[src/rtl/inst_fetch_queue.sv]
// In-order instruction queue between fetch and decode: valid/ready on both sides,
// wrong-path discard on Flush, and fetch blocking once a HALT has been captured.
module inst_fetch_queue #(
  parameter int unsigned DEPTH     = 4,
  parameter int unsigned PTR_W     = 2,
  parameter int unsigned CNT_W     = 3,
  parameter logic [8:0]  HALT_INST = 9'b111111111
) (
  input  logic             Clk,
  input  logic             Reset,
  input  logic             Start,
  input  logic             Flush,
  input  logic             InValid,
  input  logic [10:0]      InPC,
  input  logic [8:0]       InInst,
  output logic             InReady,
  output logic             OutValid,
  output logic [10:0]      OutPC,
  output logic [8:0]       OutInst,
  input  logic             OutReady,
  output logic             Halted,
  output logic [CNT_W-1:0] Count
);

  localparam logic [CNT_W-1:0] FULL_CNT = CNT_W'(DEPTH);

  logic [10:0]      pc_mem   [DEPTH];
  logic [8:0]       inst_mem [DEPTH];
  logic [PTR_W-1:0] wr_ptr;
  logic [PTR_W-1:0] rd_ptr;
  logic             clear;
  logic             enq;
  logic             deq;
  logic             is_empty;

  assign clear    = Start | Flush;
  assign is_empty = (Count == '0);

  // Start/Flush gate both handshakes so nothing moves in a clearing cycle.
  assign InReady  = (Count != FULL_CNT) & ~Halted & ~clear;
  assign OutValid = ~is_empty & ~clear;
  assign enq      = InValid & InReady;
  assign deq      = OutValid & OutReady;

  assign OutPC    = is_empty ? 11'd0 : pc_mem[rd_ptr];
  assign OutInst  = is_empty ? HALT_INST : inst_mem[rd_ptr];

  // Storage is data only; its contents are meaningless while Count is 0.
  always_ff @(posedge Clk) begin
    if (enq) begin
      pc_mem[wr_ptr]   <= InPC;
      inst_mem[wr_ptr] <= InInst;
    end
  end

  always_ff @(posedge Clk or posedge Reset) begin
    if (Reset) begin
      wr_ptr <= '0;
      rd_ptr <= '0;
      Count  <= '0;
      Halted <= 1'b0;
    end else if (clear) begin
      wr_ptr <= '0;
      rd_ptr <= '0;
      Count  <= '0;
      Halted <= 1'b0;
    end else begin
      if (enq) wr_ptr <= wr_ptr + 1'b1;
      if (deq) rd_ptr <= rd_ptr + 1'b1;
      case ({enq, deq})
        2'b10:   Count <= Count + 1'b1;
        2'b01:   Count <= Count - 1'b1;
        default: Count <= Count;
      endcase
      if (enq && (InInst == HALT_INST)) Halted <= 1'b1;
    end
  end

endmodule

[config.mk]
export PLATFORM = sky130hd
export DESIGN_NAME = inst_fetch_queue
export DESIGN_NICKNAME = d
export VERILOG_FILES = /design/src/rtl/inst_fetch_queue.sv
export SDC_FILE = /design/constraint.sdc
export NUM_CORES = 1
export LEC_CHECK = 0
export BUFFER_PORTS_ARGS = -buffer_cell sky130_fd_sc_hd__buf_2
export CAP_MARGIN = 40
export CORE_AREA = 5 5 90 92
export DETAILED_ROUTE_END_ITERATION = 10
export DIE_AREA = 0 0 95 97
export GPL_TIMING_DRIVEN = 0
export PLACE_DENSITY = 0.74
export SYNTH_ARGS = -nofsm -noshare
export SYNTH_HDL_FRONTEND = slang
export SYNTH_SLANG_ARGS = --single-unit
[constraint.sdc]
create_clock -name Clk -period 2.3 [get_ports Clk]
set_input_delay 0.46 -clock Clk [delete_from_list [all_inputs] [get_ports Clk]]
set_output_delay 0.46 -clock Clk [all_outputs]
set_load 0.02 [all_outputs]
==> insert_results.sql, run 1 <==
INSERT INTO impl_metrics (metric_group, metric, value, unit) VALUES
('run_status', 'outcome', 'complete, but fails checks', ''),
('run_status', 'violated_checks', 'negative setup slack', ''),
('worst_setup_path', 'worst_setup_path_end_kind', 'output port', ''),
('worst_setup_path', 'critical_path.startpoint_type', 'flip-flop', ''),
('pwr', 'intPower', '0.00245', 'W'),
('synth', 'synth.yosys.warnings', '0', ''),
('worst_setup_path', 'timing.critical_path.required', '1.84', 'ns'),
('pwr', 'ir_drop', '0.389', 'mV'),
('layout', 'fraction_of_layout_cells_with_a_size_suffix_above_1', '49.5', '%'),
('pwr', 'combPwrFrac', '4.9', '%'),
('layout', 'layout_area_growth_over_synthesis', '29.2', '%'),
('hold_path', 'worstHoldPathType', 'in2async', ''),
('sta', 'final_max_slew_viol_count', '0', ''),
('sta', 'skew', '0.00850', 'ns'),
('route', 'drt_drc_violations_left', '0', ''),
('placed_design', 'place.detailed.hpwl', '4380', 'um'),
('synth', 'ys_seq_elements', '88', ''),
('layout', 'n_antenna_cell', '0', ''),
('global_routing', 'grt_pass1_vias', '2082', ''),
('sta', 'fin_crit', '2.35', 'ns'),
('global_routing', 'grt_antenna_before_repair', '0', ''),
('clock_network', 'cts_htree_levels', '3', ''),
('pwr', 'share_clk_of_total_power', '37.4', '%'),
('placed_design', 'pre_cts_slack', '-0.204', 'ns'),
('worst_setup_path', 'start_to_end_type_of_the_worst_setup_path', 'reg2out', ''),
('sta', 'clock.fmax', '425', 'MHz'),
('die', 'ioPinCount', '52', ''),
('sta', 'slew_headroom', '64.8', '%'),
('sta', 'setup_viol', '10', ''),
('placed_design', 'gpl.final_weighted_congestion', '0.754', ''),
('synth', 'synth_area_per_cell', '18.9', 'um2'),
('worst_setup_path', 'timing.reg2reg.worst_path_depth', '7', ''),
('flow_run', 'max-cap-violations', '0', ''),
('synth', 'post_synth_instance_area', '3570', 'um2'),
('layout', 'final_area', '4610', 'um2'),
('pwr', 'cellLeakagePower', '1.65', 'nW'),
('global_routing', 'first_pass_grt_wire_length', '10800', 'um'),
('route', 'routedWlPerCell', '18.4', 'um'),
('clock_network', 'root_buffer_selected_by_cts', 'clkbuf_8', ''),
('pwr', 'power.sequential.fraction', '57.7', '%'),
('die', 'die_height', '97', 'um'),
('synth', 'netlist-cell-type-count', '29', ''),
('global_routing', 'pin_count_of_the_biggest_net_entering_global_routing', '16', ''),
('synth', 'synth_nets', '220', ''),
('route', 'dr_total_vias', '1941', ''),
('clock_network', 'clkSlewWorstSetupHoldPaths', '0.08', 'ns'),
('route', 'initial_drc_count', '121', ''),
('die', 'floorplan.die.width', '95', 'um'),
('sta', 'post-route-period-util', '102', '%'),
('sta', 'grt_setup_unrepaired', 'true', ''),
('clock_network', 'holdBufCountCts', '0', ''),
('clock_network', 'clock_path_buffers', '2', ''),
('layout', 'nets', '301', ''),
('placed_design', 'io_buffer_count', '51', ''),
('worst_setup_path', 'timing.critical_path.fanout_max', '5', ''),
('pwr', 'swShare', '20.0', '%'),
('synth', 'yosys_most_used_dff', 'edfxtp_1', ''),
('route', 'drt_pre_antenna_iters', '4', ''),
('global_routing', 'groute.layer.met3.usage', '3.72', '%'),
('die', 'core.rowCount', '31', ''),
('pwr', 'net_sw_power', '0.000614', 'W'),
('global_routing', 'globalRouteMet1Util', '20.6', '%'),
('die', 'fp.dieArea', '9220', 'um2'),
('placed_design', 'place_area', '4040', 'um2'),
('die', 'core', '7140', 'um2'),
('worst_setup_path', 'worst_ep_arrival_time', '1.89', 'ns'),
('global_routing', 'grtUsageTotal', '16.0', '%'),
('sta', 'hold_violations', '0', ''),
('sta', 'layout_setup_ws', '-0.0518', 'ns'),
('clock_network', 'numCtsBuffers', '9', ''),
('synth', 'synthCells', '189', ''),
('synth', 'synth_sequential_area_ratio', '72.9', '%'),
('global_routing', 'grt-busiest-layer', 'met2', ''),
('die', 'floorplan.initialDensity', '50.0', '%'),
('global_routing', 'met2_usage', '25.7', '%'),
('global_routing', 'grt_overflow_total', '0', ''),
('sta', 'worst_slew_pin_slew', '0.529', 'ns'),
('layout', 'finish.utilization', '64.6', '%'),
('pwr', 'pwr_density_cell', '664', 'nW/um2'),
('clock_network', 'clk-insertion-delay-late', '0.35', 'ns'),
('clock_network', 'clock_net_sink_count', '88', ''),
('route', 'drt.antenna.violating_nets', '0', ''),
('route', 'drt_wl_total', '6890', 'um'),
('clock_network', 'tritoncts', 'yes', ''),
('route', 'via_per_inst', '5.19', ''),
('synth', 'synth_edf_count', '80', ''),
('synth', 'synth_async_sr_flop_share', '9.09', '%');
[per-layer routing]
layer,vias up,share of wire (%)
li1,917,-
met1,974,44
met2,40,51
met3,10,3.4
met4,0,2.1
met5,-,0
[cells by family (layout without fill, tap and decap cells)]
| logic type | count (synthesis) | in the layout | synth area share [%] |
|---|---|---|---|
| and+or+nand+nor | 52 | 52 | 8.42 |
| xor gates and xnor gates | 2 | 2 | 0.491 |
| muxes | 22 | 22 | 13.6 |
| DFF | 88 | 88 | 72.9 |
| AOI/OAI and AO/OA | 9 | 9 | 1.33 |
| adders and majority gates | 5 | 5 | 1.96 |
| buffers and inverters | 11 | 97 | 1.23 |
[cells in the mapped netlist (all sizes together), types with 2 or more instances]
master   n  area (um2)
o21ai    6        30.0
mux4    21         477
edfxtp  80        2400
nand3    2        10.0
nor2b   11        68.8
ha       4        50.1
or2     10        62.6
nor3     2        10.0
dfrtp    8         200
clkbuf   4        15.0
nand4    3        18.8
a21oi    2        10.0
inv      5        18.8
and3     5        31.3
nand2    5        18.8
buf      2        10.0
or3      2        12.5
nor2     7        26.3
[state kept, by name, indices dropped and copies added, names as in the netlist]
name / count
pc_mem: 44
inst_mem: 36
Count: 3
rd_ptr: 2
wr_ptr: 2
Halted: 1
[worst max-delay path, cell delays in order, from the launching register on]
cell,delay [ns]
dfrtp_2,0.47
buf_6,0.15
clkbuf_16,0.14
mux4_2,0.47
nor2b_1,0.14
buf_2,0.17
[layout make-up]
class                      count  area [um2]
buffer                         6        60.1
clock buffer                  10         128
clock inverter                 6        91.3
fill                         496        2530
inverter                       5        18.8
multi-input combinational     90        1020
sequential                    88        2610
tap                           99         124
timing repair buffer          70         559
[cell usage in the layout, fill, tap and decap left out, types with 2 or more instances in the layout]
master     synthesis  final
inv_6              0      2
nor2_1             7      6
inv_1              5      5
buf_2              2     38
and3_1             5      5
ha_1               4      4
nand4_1            3      3
buf_6              0     15
bufinv_16          0      2
buf_8              0      3
dfrtp_1            8      4
dfrtp_2            0      4
a21oi_1            2      2
edfxtp_1          80     80
buf_12             0      3
or2_4              0      8
buf_4              0     11
nor2b_1           11      7
nand3_1            2      2
clkbuf_2           0      4
mux4_2            20     20
nor2b_4            0      3
clkbuf_8           0      9
or2_2             10      2
o21ai_0            6      6
nand2_1            5      4
or3_1              2      2
[power by group through the flow]
stage,Combinational (W),Sequential (W),Clock [W]
floorplan,0.0000604,0.00180,0
global placement,0.000118,0.00180,0
detailed placement,0.000128,0.00180,0
CTS,0.000141,0.00177,0.00116
global route,0.000164,0.00177,0.00125
finish,0.000151,0.00177,0.00115
[stage by stage]
stage	instances	power [W]	hold slack, ns	setup TNS [ns]
floorplan	189	0.00186	0.275	0
global placement	339	0.00192	0.430	-5.24
detailed placement	343	0.00193	0.431	-0.204
CTS	366	0.00307	0.0534	-0.787
global route	374	0.00318	0.0707	-1.19
finish	374	0.00306	0.0522	-0.306
[worst paths after layout]
path                       startpoint      endpoint  slack [ns]
setup / recovery            rd_ptr[0]      OutPC[1]       -0.05
hold / removal                  Reset        Halted        0.05
setup reg to reg             Count[1]      Count[2]        0.05
hold reg to reg             wr_ptr[0]     wr_ptr[0]        0.57
max in group asynchronous       Reset      Count[1]        2.00
min in group Clk              InPC[4]  pc_mem[2][4]        0.33
[timing repair]
| item | CTS | global route |
|---|---|---|
| endpoints found under the hold margin | 0 | 0 |
| cloned | 1 | 1 |
| pin swaps | 1 | 0 |
| resized for setup | 45 | 19 |
| buffers inserted | 6 | 8 |
| endpoints found under the setup margin | 22 | 21 |
Note: power is estimated with default switching activity, not from simulation.
==> run 2, diff against run 1 <==
CORE_AREA = 5 5 89 91   (was 5 5 90 92)
CTS_BUF_LIST = sky130_fd_sc_hd__clkbuf_8   (was unset)
DIE_AREA = 0 0 94 96   (was 0 0 95 97)
MAX_ROUTING_LAYER = met4   (was unset)
PLACE_DENSITY = 0.76   (was 0.74)
SETUP_SLACK_MARGIN = 0.02   (was unset)
==> run 2 against run 1 <==
Effect of this change:
- the run still ends with negative setup slack left
- setup slack improved by 0.0036 ns
- flip-flop and latch count unchanged
- global-route usage up 1.9 points
- via count is 3.1% higher
- wire length up 6.0%
- cell count rose by 0.53%
- combinational power shrank 3%
- clock power about the same
- non-clock buffer count is 2 higher
- power is 0.97% higher
- critical path depth unchanged
- highest routed layer unchanged
==> insert_results.sql, run 2 (synthesis gave the netlist of run 1 again) <==
INSERT INTO impl_metrics (metric_group, metric, value, unit) VALUES
('die', 'fp.dieArea', '9020', 'um2'),
('run_status', 'outcome', 'complete, but fails checks', ''),
('layout', 'most_common_cell_after_layout_fill_and_taps_aside', 'edfxtp_1', ''),
('die', 'floorplan.initialDensity', '50.5', '%'),
('clock_network', 'holdBufCountCts', '0', ''),
('hold_path', 'worstHoldPathType', 'in2async', ''),
('layout', 'n_antenna_cell', '0', ''),
('worst_setup_path', 'timing.reg2reg.worst_path_depth', '7', ''),
('worst_setup_path', 'worst_ep_arrival_time', '1.89', 'ns'),
('sta', 'grt_setup_unrepaired', 'true', ''),
('sta', 'skew', '0.0108', 'ns'),
('global_routing', 'grt_overflow_total', '0', ''),
('global_routing', 'first_pass_grt_wire_length', '11100', 'um'),
('route', 'drt_wl_total', '7310', 'um'),
('sta', 'layout_setup_ws', '-0.0482', 'ns'),
('sta', 'post-route-period-util', '102', '%'),
('die', 'die_height', '96', 'um'),
('clock_network', 'tritoncts', 'yes', ''),
('pwr', 'pwr_density_cell', '671', 'nW/um2'),
('sta', 'clock.fmax', '426', 'MHz'),
('route', 'dr_total_vias', '2002', ''),
('route', 'via_per_inst', '5.32', ''),
('sta', 'hold_violations', '0', ''),
('flow_run', 'max-cap-violations', '0', ''),
('worst_setup_path', 'worst_setup_path_end_kind', 'output port', ''),
('layout', 'largest_reg_flops', '44', ''),
('clock_network', 'clock_path_buffers', '2', ''),
('layout', 'top_register', 'pc_mem', ''),
('run_status', 'violated_checks', 'negative setup slack', ''),
('worst_setup_path', 'r2r_setup_slack', '0.09', 'ns'),
('sta', 'worst_slew_pin_slew', '0.607', 'ns'),
('layout', 'nets', '303', ''),
('layout', 'finish.utilization', '65.3', '%'),
('placed_design', 'place.detailed.hpwl', '4570', 'um'),
('global_routing', 'grt_pass1_vias', '2099', ''),
('sta', 'setup_viol', '12', ''),
('die', 'core.rowCount', '31', ''),
('sta', 'final_max_slew_viol_count', '0', ''),
('sta', 'fin_crit', '2.35', 'ns'),
('pwr', 'ir_drop', '0.320', 'mV'),
('route', 'drt_pre_antenna_iters', '5', ''),
('worst_setup_path', 'rr_endpoint', 'Count[2]', ''),
('layout', 'most-common-layout-cells', '80 x edfxtp_1, 39 x buf_2, 20 x mux4_2, 15 x buf_6, 13 x buf_4', ''),
('clock_network', 'numCtsBuffers', '9', ''),
('placed_design', 'gpl.final_weighted_congestion', '0.815', ''),
('route', 'routedWlPerCell', '19.4', 'um'),
('worst_setup_path', 'critical_path.endpoint', 'OutPC[7]', ''),
('layout', 'layout_top_registers', 'pc_mem (44), inst_mem (36), Count (3)', ''),
('route', 'drt_drc_violations_left', '0', ''),
('pwr', 'cellLeakagePower', '1.66', 'nW'),
('worst_setup_path', 'cp-startpoint', 'rd_ptr[0]', ''),
('die', 'floorplan.die.width', '94', 'um'),
('worst_setup_path', 'r2r-start', 'Count[1]', ''),
('global_routing', 'grt_antenna_before_repair', '0', ''),
('route', 'drt.antenna.violating_nets', '0', ''),
('clock_network', 'root_buffer_selected_by_cts', 'clkbuf_8', ''),
('global_routing', 'grtUsageTotal', '17.9', '%'),
('layout', 'layout_area_growth_over_synthesis', '29.2', '%'),
('clock_network', 'clkSlewWorstSetupHoldPaths', '0.08', 'ns'),
('global_routing', 'pin_count_of_the_biggest_net_entering_global_routing', '17', ''),
('clock_network', 'clk-insertion-delay-late', '0.36', 'ns'),
('layout', 'fraction_of_layout_cells_with_a_size_suffix_above_1', '50.2', '%'),
('worst_setup_path', 'critical_path.startpoint_type', 'flip-flop', ''),
('sta', 'slew_headroom', '59.6', '%'),
('clock_network', 'clock_net_sink_count', '88', ''),
('worst_setup_path', 'start_to_end_type_of_the_worst_setup_path', 'reg2out', ''),
('route', 'initial_drc_count', '226', ''),
('die', 'ioPinCount', '52', ''),
('worst_setup_path', 'timing.critical_path.fanout_max', '5', ''),
('pwr', 'totalPowerFinal', '0.00309', 'W'),
('worst_setup_path', 'timing.critical_path.required', '1.84', 'ns'),
('die', 'core', '7060', 'um2'),
('placed_design', 'io_buffer_count', '51', ''),
('clock_network', 'cts_htree_levels', '3', '');
run 2: cell types whose count changed in the layout (fill, tap and decap cells not counted), sizes merged:
cell	change
inv	+1
clkbuf	-1
buf	+2
run 2: power by group:
| part | switching (W) | internal [W] |
|---|---|---|
| clock | 0.000555 | 0.000623 |
| combinational | 0.0000808 | 0.0000663 |
| sequential | 0.00000638 | 0.00176 |
run 2: cell type report:
class / instances / area (um2)
Sequential cell: 88 / 2610
Fill cell: 497 / 2450
Multi-Input combinational cell: 90 / 1010
Timing Repair Buffer: 72 / 567
Clock buffer: 9 / 124
Tap cell: 99 / 124
Clock inverter: 7 / 100
Buffer: 6 / 62.6
Inverter: 5 / 18.8
run 2: metrics by stage:
stage	std cells	cell area [um2]	worst slack, ns	setup TNS (ns)	hold slack (ns)
2_1_floorplan	189	3590	0.0575	0	0.275
3_3_place_gp	339	3970	-0.129	-3.03	0.447
3_5_place_dp	343	4030	-0.176	-0.176	0.448
4_1_cts	365	4410	-0.0903	-0.904	0.0706
5_1_grt	376	4610	-0.110	-1.45	0.0914
6_report	376	4610	-0.0482	-0.278	0.0673
run 2: repair_timing:
item                       in CTS  in global routing
buffers inserted                5                 10
hold endpoints to repair        0                  0
gates resized for setup        32                 33
setup endpoints to repair      22                 22
pin swaps                       1                  2
cloned                          1                  1
run 2: worst min-delay path by stage:
stage | startpoint | end | cells after the start
global route | Reset | wr_ptr[1] | 2
global placement | Reset | wr_ptr[0] | 2
floorplan | Reset | Halted | 1
detailed placement | Reset | rd_ptr[1] | 2
CTS | Reset | wr_ptr[0] | 2
finish | Reset | wr_ptr[0] | 2
run 2: layer usage:
layer / global-route usage (%) / vias up / wire (um)
met2: 29.5 / 71 / 3940
met5: - / - / 0
met4: 6.38 / 0 / 121
li1: - / 910 / -
met3: 3.91 / 10 / 362
met1: 22.0 / 1011 / 2890
run 2: critical path, cell delays in order, from the launching register on:
cell       delay [ns]
dfrtp_2          0.46
buf_6            0.15
clkbuf_16        0.14
mux4_2           0.48
nor2b_1          0.14
buf_4            0.16
